===== src/rtl/axi_rd_arbiter.sv =====
// ---------------------------------------------------------------------------
// axi_rd_arbiter
//   Shares one AXI read port (AR + R channels) of a RAM between two
//   requesters. A single burst is outstanding at a time; on contention the
//   requester that did not win last time gets the RAM next.
//
// Ports
//   clk, rst_n                 clock, synchronous active-low reset
//   s_arid/araddr/arlen        per-requester AR payload, requester k in slice k
//   s_arvalid, s_arready       per-requester AR handshake
//   s_rid/rdata/rlast          shared R payload towards both requesters
//   s_rvalid, s_rready         per-requester R handshake
//   m_ar*                      AR port towards the RAM (size/burst constant)
//   m_r*                       R port from the RAM
//   grant                      one-hot owner of the RAM read port, 0 when idle
//   len_err                    sticky flag: RAM rlast disagreed with arlen
// ---------------------------------------------------------------------------
module axi_rd_arbiter #(
  parameter int DATA_WIDTH = 32,
  parameter int ADDR_WIDTH = 16,
  parameter int ID_WIDTH   = 8
) (
  input  logic                    clk,
  input  logic                    rst_n,
  input  logic [2*ID_WIDTH-1:0]   s_arid,
  input  logic [2*ADDR_WIDTH-1:0] s_araddr,
  input  logic [15:0]             s_arlen,
  input  logic [1:0]              s_arvalid,
  output logic [1:0]              s_arready,
  output logic [ID_WIDTH-1:0]     s_rid,
  output logic [DATA_WIDTH-1:0]   s_rdata,
  output logic                    s_rlast,
  output logic [1:0]              s_rvalid,
  input  logic [1:0]              s_rready,
  output logic [ID_WIDTH-1:0]     m_arid,
  output logic [ADDR_WIDTH-1:0]   m_araddr,
  output logic [7:0]              m_arlen,
  output logic [2:0]              m_arsize,
  output logic [1:0]              m_arburst,
  output logic                    m_arvalid,
  input  logic                    m_arready,
  input  logic [ID_WIDTH-1:0]     m_rid,
  input  logic [DATA_WIDTH-1:0]   m_rdata,
  input  logic                    m_rlast,
  input  logic                    m_rvalid,
  output logic                    m_rready,
  output logic [1:0]              grant,
  output logic                    len_err
);

  localparam logic [2:0] ARSIZE = 3'($clog2(DATA_WIDTH / 8));

  typedef enum logic [1:0] {
    IDLE = 2'd0,
    ADDR = 2'd1,
    DATA = 2'd2
  } state_t;

  state_t     state_q, state_d;
  logic [1:0] grant_q, grant_d;
  logic       last_winner_q, last_winner_d;
  logic [7:0] cnt_q, cnt_d;
  logic       len_err_q, len_err_d;

  // Index of the granted requester; grant is one-hot so bit 1 is the index.
  logic sel;
  assign sel = grant_q[1];

  // AR payload mux and constant burst attributes.
  assign m_arid    = sel ? s_arid[2*ID_WIDTH-1:ID_WIDTH]       : s_arid[ID_WIDTH-1:0];
  assign m_araddr  = sel ? s_araddr[2*ADDR_WIDTH-1:ADDR_WIDTH] : s_araddr[ADDR_WIDTH-1:0];
  assign m_arlen   = sel ? s_arlen[15:8]                       : s_arlen[7:0];
  assign m_arsize  = ARSIZE;
  assign m_arburst = 2'b01;

  // R payload is broadcast; only the granted s_rvalid qualifies it.
  assign s_rid   = m_rid;
  assign s_rdata = m_rdata;
  assign s_rlast = m_rlast;

  assign grant   = grant_q;
  assign len_err = len_err_q;

  always_comb begin
    state_d       = state_q;
    grant_d       = grant_q;
    last_winner_d = last_winner_q;
    cnt_d         = cnt_q;
    len_err_d     = len_err_q;
    m_arvalid     = 1'b0;
    s_arready     = 2'b00;
    m_rready      = 1'b0;
    s_rvalid      = 2'b00;

    unique case (state_q)
      IDLE: begin
        grant_d = 2'b00;
        if (|s_arvalid) begin
          state_d = ADDR;
          // On contention the previous loser wins; last_winner resets to 1
          // so requester 0 takes the first contention.
          if (s_arvalid == 2'b11) begin
            grant_d = last_winner_q ? 2'b01 : 2'b10;
          end else begin
            grant_d = s_arvalid;
          end
        end
      end

      ADDR: begin
        m_arvalid      = 1'b1;
        s_arready[sel] = m_arready;
        if (m_arready) begin
          cnt_d         = m_arlen;
          last_winner_d = sel;
          state_d       = DATA;
        end
      end

      DATA: begin
        m_rready      = s_rready[sel];
        s_rvalid[sel] = m_rvalid;
        if (m_rvalid && s_rready[sel]) begin
          cnt_d = cnt_q - 8'd1;
          // The counter reaches zero exactly on the beat that should be last.
          if (m_rlast != (cnt_q == 8'd0)) begin
            len_err_d = 1'b1;
          end
          if (m_rlast) begin
            state_d = IDLE;
            grant_d = 2'b00;
          end
        end
      end

      default: begin
        state_d = IDLE;
        grant_d = 2'b00;
      end
    endcase
  end

  always_ff @(posedge clk) begin
    if (!rst_n) begin
      state_q       <= IDLE;
      grant_q       <= 2'b00;
      last_winner_q <= 1'b1;
      cnt_q         <= 8'd0;
      len_err_q     <= 1'b0;
    end else begin
      state_q       <= state_d;
      grant_q       <= grant_d;
      last_winner_q <= last_winner_d;
      cnt_q         <= cnt_d;
      len_err_q     <= len_err_d;
    end
  end

endmodule


===== config.mk =====
export PLATFORM = sky130hd
export DESIGN_NAME = axi_rd_arbiter
export DESIGN_NICKNAME = d
export VERILOG_FILES = /design/src/rtl/axi_rd_arbiter.sv
export SDC_FILE = /design/constraint.sdc
export NUM_CORES = 1
export LEC_CHECK = 0
export ABC_AREA = 1
export BUFFER_PORTS_ARGS = -buffer_cell sky130_fd_sc_hd__buf_4
export CAP_MARGIN = 20
export CORE_AREA = 2 2 76 78
export DETAILED_ROUTE_END_ITERATION = 12
export DIE_AREA = 0 0 78 80
export PLACE_DENSITY = 0.76
export RECOVER_POWER = 50
export SLEW_MARGIN = 15
export SYNTH_ARGS = -nofsm -noshare
export SYNTH_HDL_FRONTEND = slang
export SYNTH_SLANG_ARGS = --single-unit

===== constraint.sdc =====
create_clock -name clk -period 1.3 [get_ports clk]
set_input_delay 0.26 -clock clk [delete_from_list [all_inputs] [get_ports clk]]
set_output_delay 0.26 -clock clk [all_outputs]
set_load 0.05 [all_outputs]

# [Yosys cells after proc, flatten, opt, wreduce, memory -nomap -nowiden]
# Cells that the tools add are included.
[totals] ff_bits=14 latchBits=0 ramBits=0 rom_bits=0 elab_cells=53 memories=0
[op_classes] add_sub_neg=1 mul=0 div=0 n_lt_le_gt_ge=2 n_eq_ne=8 n_shift=0 n_mux=23 bitwise=3 reduce_logical=11
[ops] operator="$mux 8" count=4
[ops] operator="$mux 2" count=9
[ops] operator="$mux 16" count=1
[ops] operator="$pmux 8 s2" count=1
[ops] operator="$pmux 2 s3" count=2
[ops] operator="$reduce_and 3->1" count=3
[ops] operator="$logic_not 8->1" count=1
[ops] operator="$ne 2x2->1 const B" count=4
[ops] operator="$sub 8x1->8 const B" count=1
[ops] operator="$mux 1" count=5
[ops] operator="$and 2x2->2" count=2
[ops] operator="$eq 2x2->1 const B" count=2
[ops] operator="$reduce_and 4->1" count=1
[ops] operator="$eq 2x1->1 const B" count=1
[ops] operator="$logic_and 1x1->1" count=2
[ops] operator="$logic_not 2->1" count=1
[ops] operator="$lt 1x2->1 const B" count=1
[ops] operator="$reduce_and 2->1" count=1
[ops] operator="$reduce_bool 2->1" count=1
[ops] operator="$reduce_or 2->1" count=1
[ops] operator="$demux 1 s1" count=1
[ops] operator="$ge 1x1->1 const B" count=1
[ops] operator="$ne 1x1->1" count=1
[ops] operator="$not 1->1" count=1

# [Longest topological paths before layout]
[logic_depth] word_depth=6 depth_mapped=9

# [Worst setup path before layout]
# OpenSTA, ideal clock, no wires.
[synth_timing] kind="register to output" from="reg grant_q[1], in the netlist grant[1]" to="out s_rvalid[1]" t_arrival_ns=2.138 required_time_ns=1.040 slack_ns=-1.098 path_stages_with_launch=5 n_path_buf=2 path_cell_list="dfxtp_1 > buf_6 > inv_4 > buf_4 > nor3_1"
[synth_between] elab_chain_cells=6
[synth_rtl] element="start, declared" line_no="60" rtl="logic [1:0] grant_q, grant_d;"
[synth_rtl] element="start signal, assigned" line_no="152" rtl="grant_q <= grant_d;"
[synth_rtl] element="$lt 1x2->1 (not written as such) / $ge 1x1->1 (equally long branches)" line_no="122" rtl="s_rvalid[sel] = m_rvalid;"
[synth_rtl] element="$logic_and 1x1->1 (not written as such)" line_no="122"
[synth_rtl] element="$mux 1 (not written as such)" line_no="122"
[synth_rtl] element="$demux 1 s1 *" line_no="122"
[synth_rtl] element="$and 2x2->2 (no source line) *"
[synth_rtl] element="$mux 2 *" line_no="95" rtl="unique case (state_q)"
[synth_rtl] element="end, declared" line_no="33" rtl="output logic [1:0] s_rvalid,"
# Mark *: on every way between the ends. The rest lies on a longest branch, timed or not.

# [Worst setup path in the final report]
[layout_timing] from="reg grant_q[1], in the netlist grant[1]" to="out m_arlen[1]"
[layout_between] elab_chain_cells=1
[layout_rtl] element="$mux 8" line_no="72" rtl="assign m_arlen = sel ? s_arlen[15:8] : s_arlen[7:0];"
[layout_rtl] element="end, declared" line_no="37" rtl="output logic [7:0] m_arlen,"
# Every way passes these cells.

==> impl_metrics.toml <==
[final_layout]
seqCellArea_um2 = 292
final_common_cell = "buf_4"
final_util = 0.612
multiInputGateArea_um2 = 1370
drive_gt1_frac = 0.628
instances_no_fill = 451
area_delta_synth_final_pct = 100
mostFrequentLayoutCells = "buf_4 (84), nand2_1 (71), buf_8 (34)"
fillers = 470
final_design_area_no_fill_um2 = 3310
finalNetCount = 495
antenna_cells = 0

[die]
coreArea_um2 = 5410
ios = 200
die_w_um = 78
initial_core_util = 0.305
num_rows = 27
die-area_um2 = 6240
die_y_um = 80

[grt]
grt_pass1_vias = 2096
overflow = 0
grt_first_pass_wirelength_um = 9960
track_usage = 0.198
grt_max_degree = 20
antenna_found_initial = 0

[worst_setup_path]
crit_path_start_kind = "register"
crit_required_ns = 1.04
worstSetupPathType = "register to output port"
critPathCaptureType = "output port"
crit_fanout = 9
cp_top_family = "flip-flops"
cp.arrival_ns = 1.24
path_cells = "inv_8 -> or2_1 -> o21a_2 -> buf_8"
r2r_slack_ns = -0.06
worst_path_largest_cell_delay_ns = 0.42
worst_path_max_delay_cell = "dfxtp_4"
r2r-end = "cnt_q[5]"
reg2regPathDepth = 8
reg2reg_from = "cnt_q[2]"
critPathLaunch = "grant[1]"
cp_num_buf_inv = 2
path_depth = 4
crit_path_end = "m_arlen[1]"

[logic_synthesis]
ys_types = 30
synth_top_area_frac = 0.266
synth_largest_area_cell = "nand2_1"
synthTopCellsByArea = "nand2_1 (27%), buf_4 (21%), dfxtp_1 (17%)"
netlist_area_um2 = 1650
syn_area_per_cell_um2 = 5.73
synthCells = 288
ys_seq_elements = 14
synth_seq_area_share = 0.170
yosysWarnings = 0

[detailed_routing]
via_per_inst = 4.80
wirelength_um = 6820
wl_per_cell_um = 15.1
antenna_left = 0
num_vias = 2163
first_pass_iters = 5
drc_errors = 0
drtIter0Drc = 75

[sta]
period_needed_ns = 1.50
setup_slack_ns = -0.201
rsz0062_at_grt = "yes"
fin_worst_skew_ns = 0.00114
setup_tns_ns = -6.11
whs_ns = 0.281
finalSetupViolCount = 44
final_hold_viol_count = 0
final_max_slew_viol_count = 0
period_share = 1.15
fmax_mhz = 666

[power_and_ir_drop]
clockPowerShare = 0.150
p_sw_frac = 0.462
internal_power_mw = 1.57
power_density_nw_per_um2 = 881
power_frac_comb = 0.675
ir_worst_vdd_v = 0.000775
total_power_mw = 2.91
switching_power_mw = 1.35
leakage_nw = 1.60
seq_power_share = 0.175

[outcome]
status = "complete, but fails checks"
violations = "negative setup slack"

[placement]
placed_area_um2 = 2650
hpwl_um = 4630
post-place-cells = 436
portBuffers = 114
gp_congestion = 0.827
pre_cts_ws_ns = -0.00512

[clock_tree]
htree_levels = 1
numCtsBuffers = 3
clk_latency_ns = 0.25
cts_tree = "yes"
postCtsHoldBufs = 0
clock_tree.root_cell = "clkbuf_8"
cts_buffer_depth = 2
path_clk_slew_ns = 0.06
cts_sinks = 14

[worst_hold_path]
hold_path.class = "primary input to register"

[run]
drv_cap = 0
## repair_timing
item / in CTS / in global routing
buffers inserted: 6 / 5
pin swaps: 8 / 14
gates cloned: 0 / 1
setup endpoints to repair: 47 / 51
resized for setup: 95 / 50
## cell families after synthesis
kind of cell	synth area share
AND/OR/NAND/NOR	0.418
other	0.00455
buffers and inverters	0.285
AO/OA/AOI/OAI	0.108
flip-flops	0.170
adder cells (fa/ha/maj)	0.0152
## layer usage
metal | wire length, um | vias to the layer above | part of all wire | GRT usage
met5 | 0 | - | 0 | 0
met4 | 147 | 0 | 0.022 | 0.0211
met3 | 745 | 18 | 0.11 | 0.0690
met2 | 3560 | 127 | 0.52 | 0.378
met1 | 2360 | 995 | 0.35 | 0.216
li1 | - | 1023 | - | -
## flip-flops by register name, indices dropped and copies added, names as in the netlist
register / count
grant: 2
last_winner_q: 1
len_err: 1
state_q: 2
cnt_q: 8
## how the worst min path moves through the flow
stage	depth (start not counted)	startpoint	slack, ns	endpoint
floorplan	2	rst_n	0.40	cnt_q[0]
global placement	2	len_err	0.44	len_err
detailed placement	2	len_err	0.44	len_err
CTS	2	rst_n	0.27	cnt_q[2]
global route	2	rst_n	0.28	cnt_q[2]
finish	2	rst_n	0.28	cnt_q[2]
## layout make-up
cell class,count,share of cell area
clock buffer,4,0.0167
sequential,14,0.0882
timing repair inverter,1,0.00189
tap,72,0.0273
multi-input combinational,204,0.413
timing repair buffer,139,0.425
inverter,17,0.0280
## synth_stat cells
cell type / number
nand2_4: 4
conb_1: 2
buf_6: 1
o21a_1: 2
nand2_2: 2
dfxtp_1: 14
buf_2: 7
o21ai_1: 4
inv_2: 2
inv_1: 13
o211a_1: 1
nand4_1: 1
nor2_2: 1
nor3_1: 3
ha_1: 2
inv_4: 1
nor2_1: 24
clkbuf_1: 1
a21o_1: 1
o21ai_0: 7
a21oi_2: 2
clkinv_2: 1
or2_1: 2
a21oi_1: 13
buf_4: 47
and2_1: 1
nand3_1: 10
or2_2: 1
o211ai_1: 1
nand2_1: 117
## worst reg2reg max path, cell delays in order, from the launching register on
cell     delay [ns]
dfxtp_1        0.38
inv_1          0.14
nand2_1        0.09
nor2_1         0.26
nand2_1        0.11
nand2_1        0.07
nand3_1        0.06
nand2_1        0.07
a21oi_2        0.05
## power by group through the flow
stage | registers [mW] | clock network [mW] | logic (mW)
after floorplan | 0.517 | 0 | 1.38
after global placement | 0.505 | 0 | 1.53
after detailed placement | 0.506 | 0 | 1.55
after CTS | 0.500 | 0.448 | 1.81
after global routing | 0.514 | 0.467 | 2.06
final | 0.508 | 0.438 | 1.97
No activity file was read; power rests on OpenSTA's default activity.
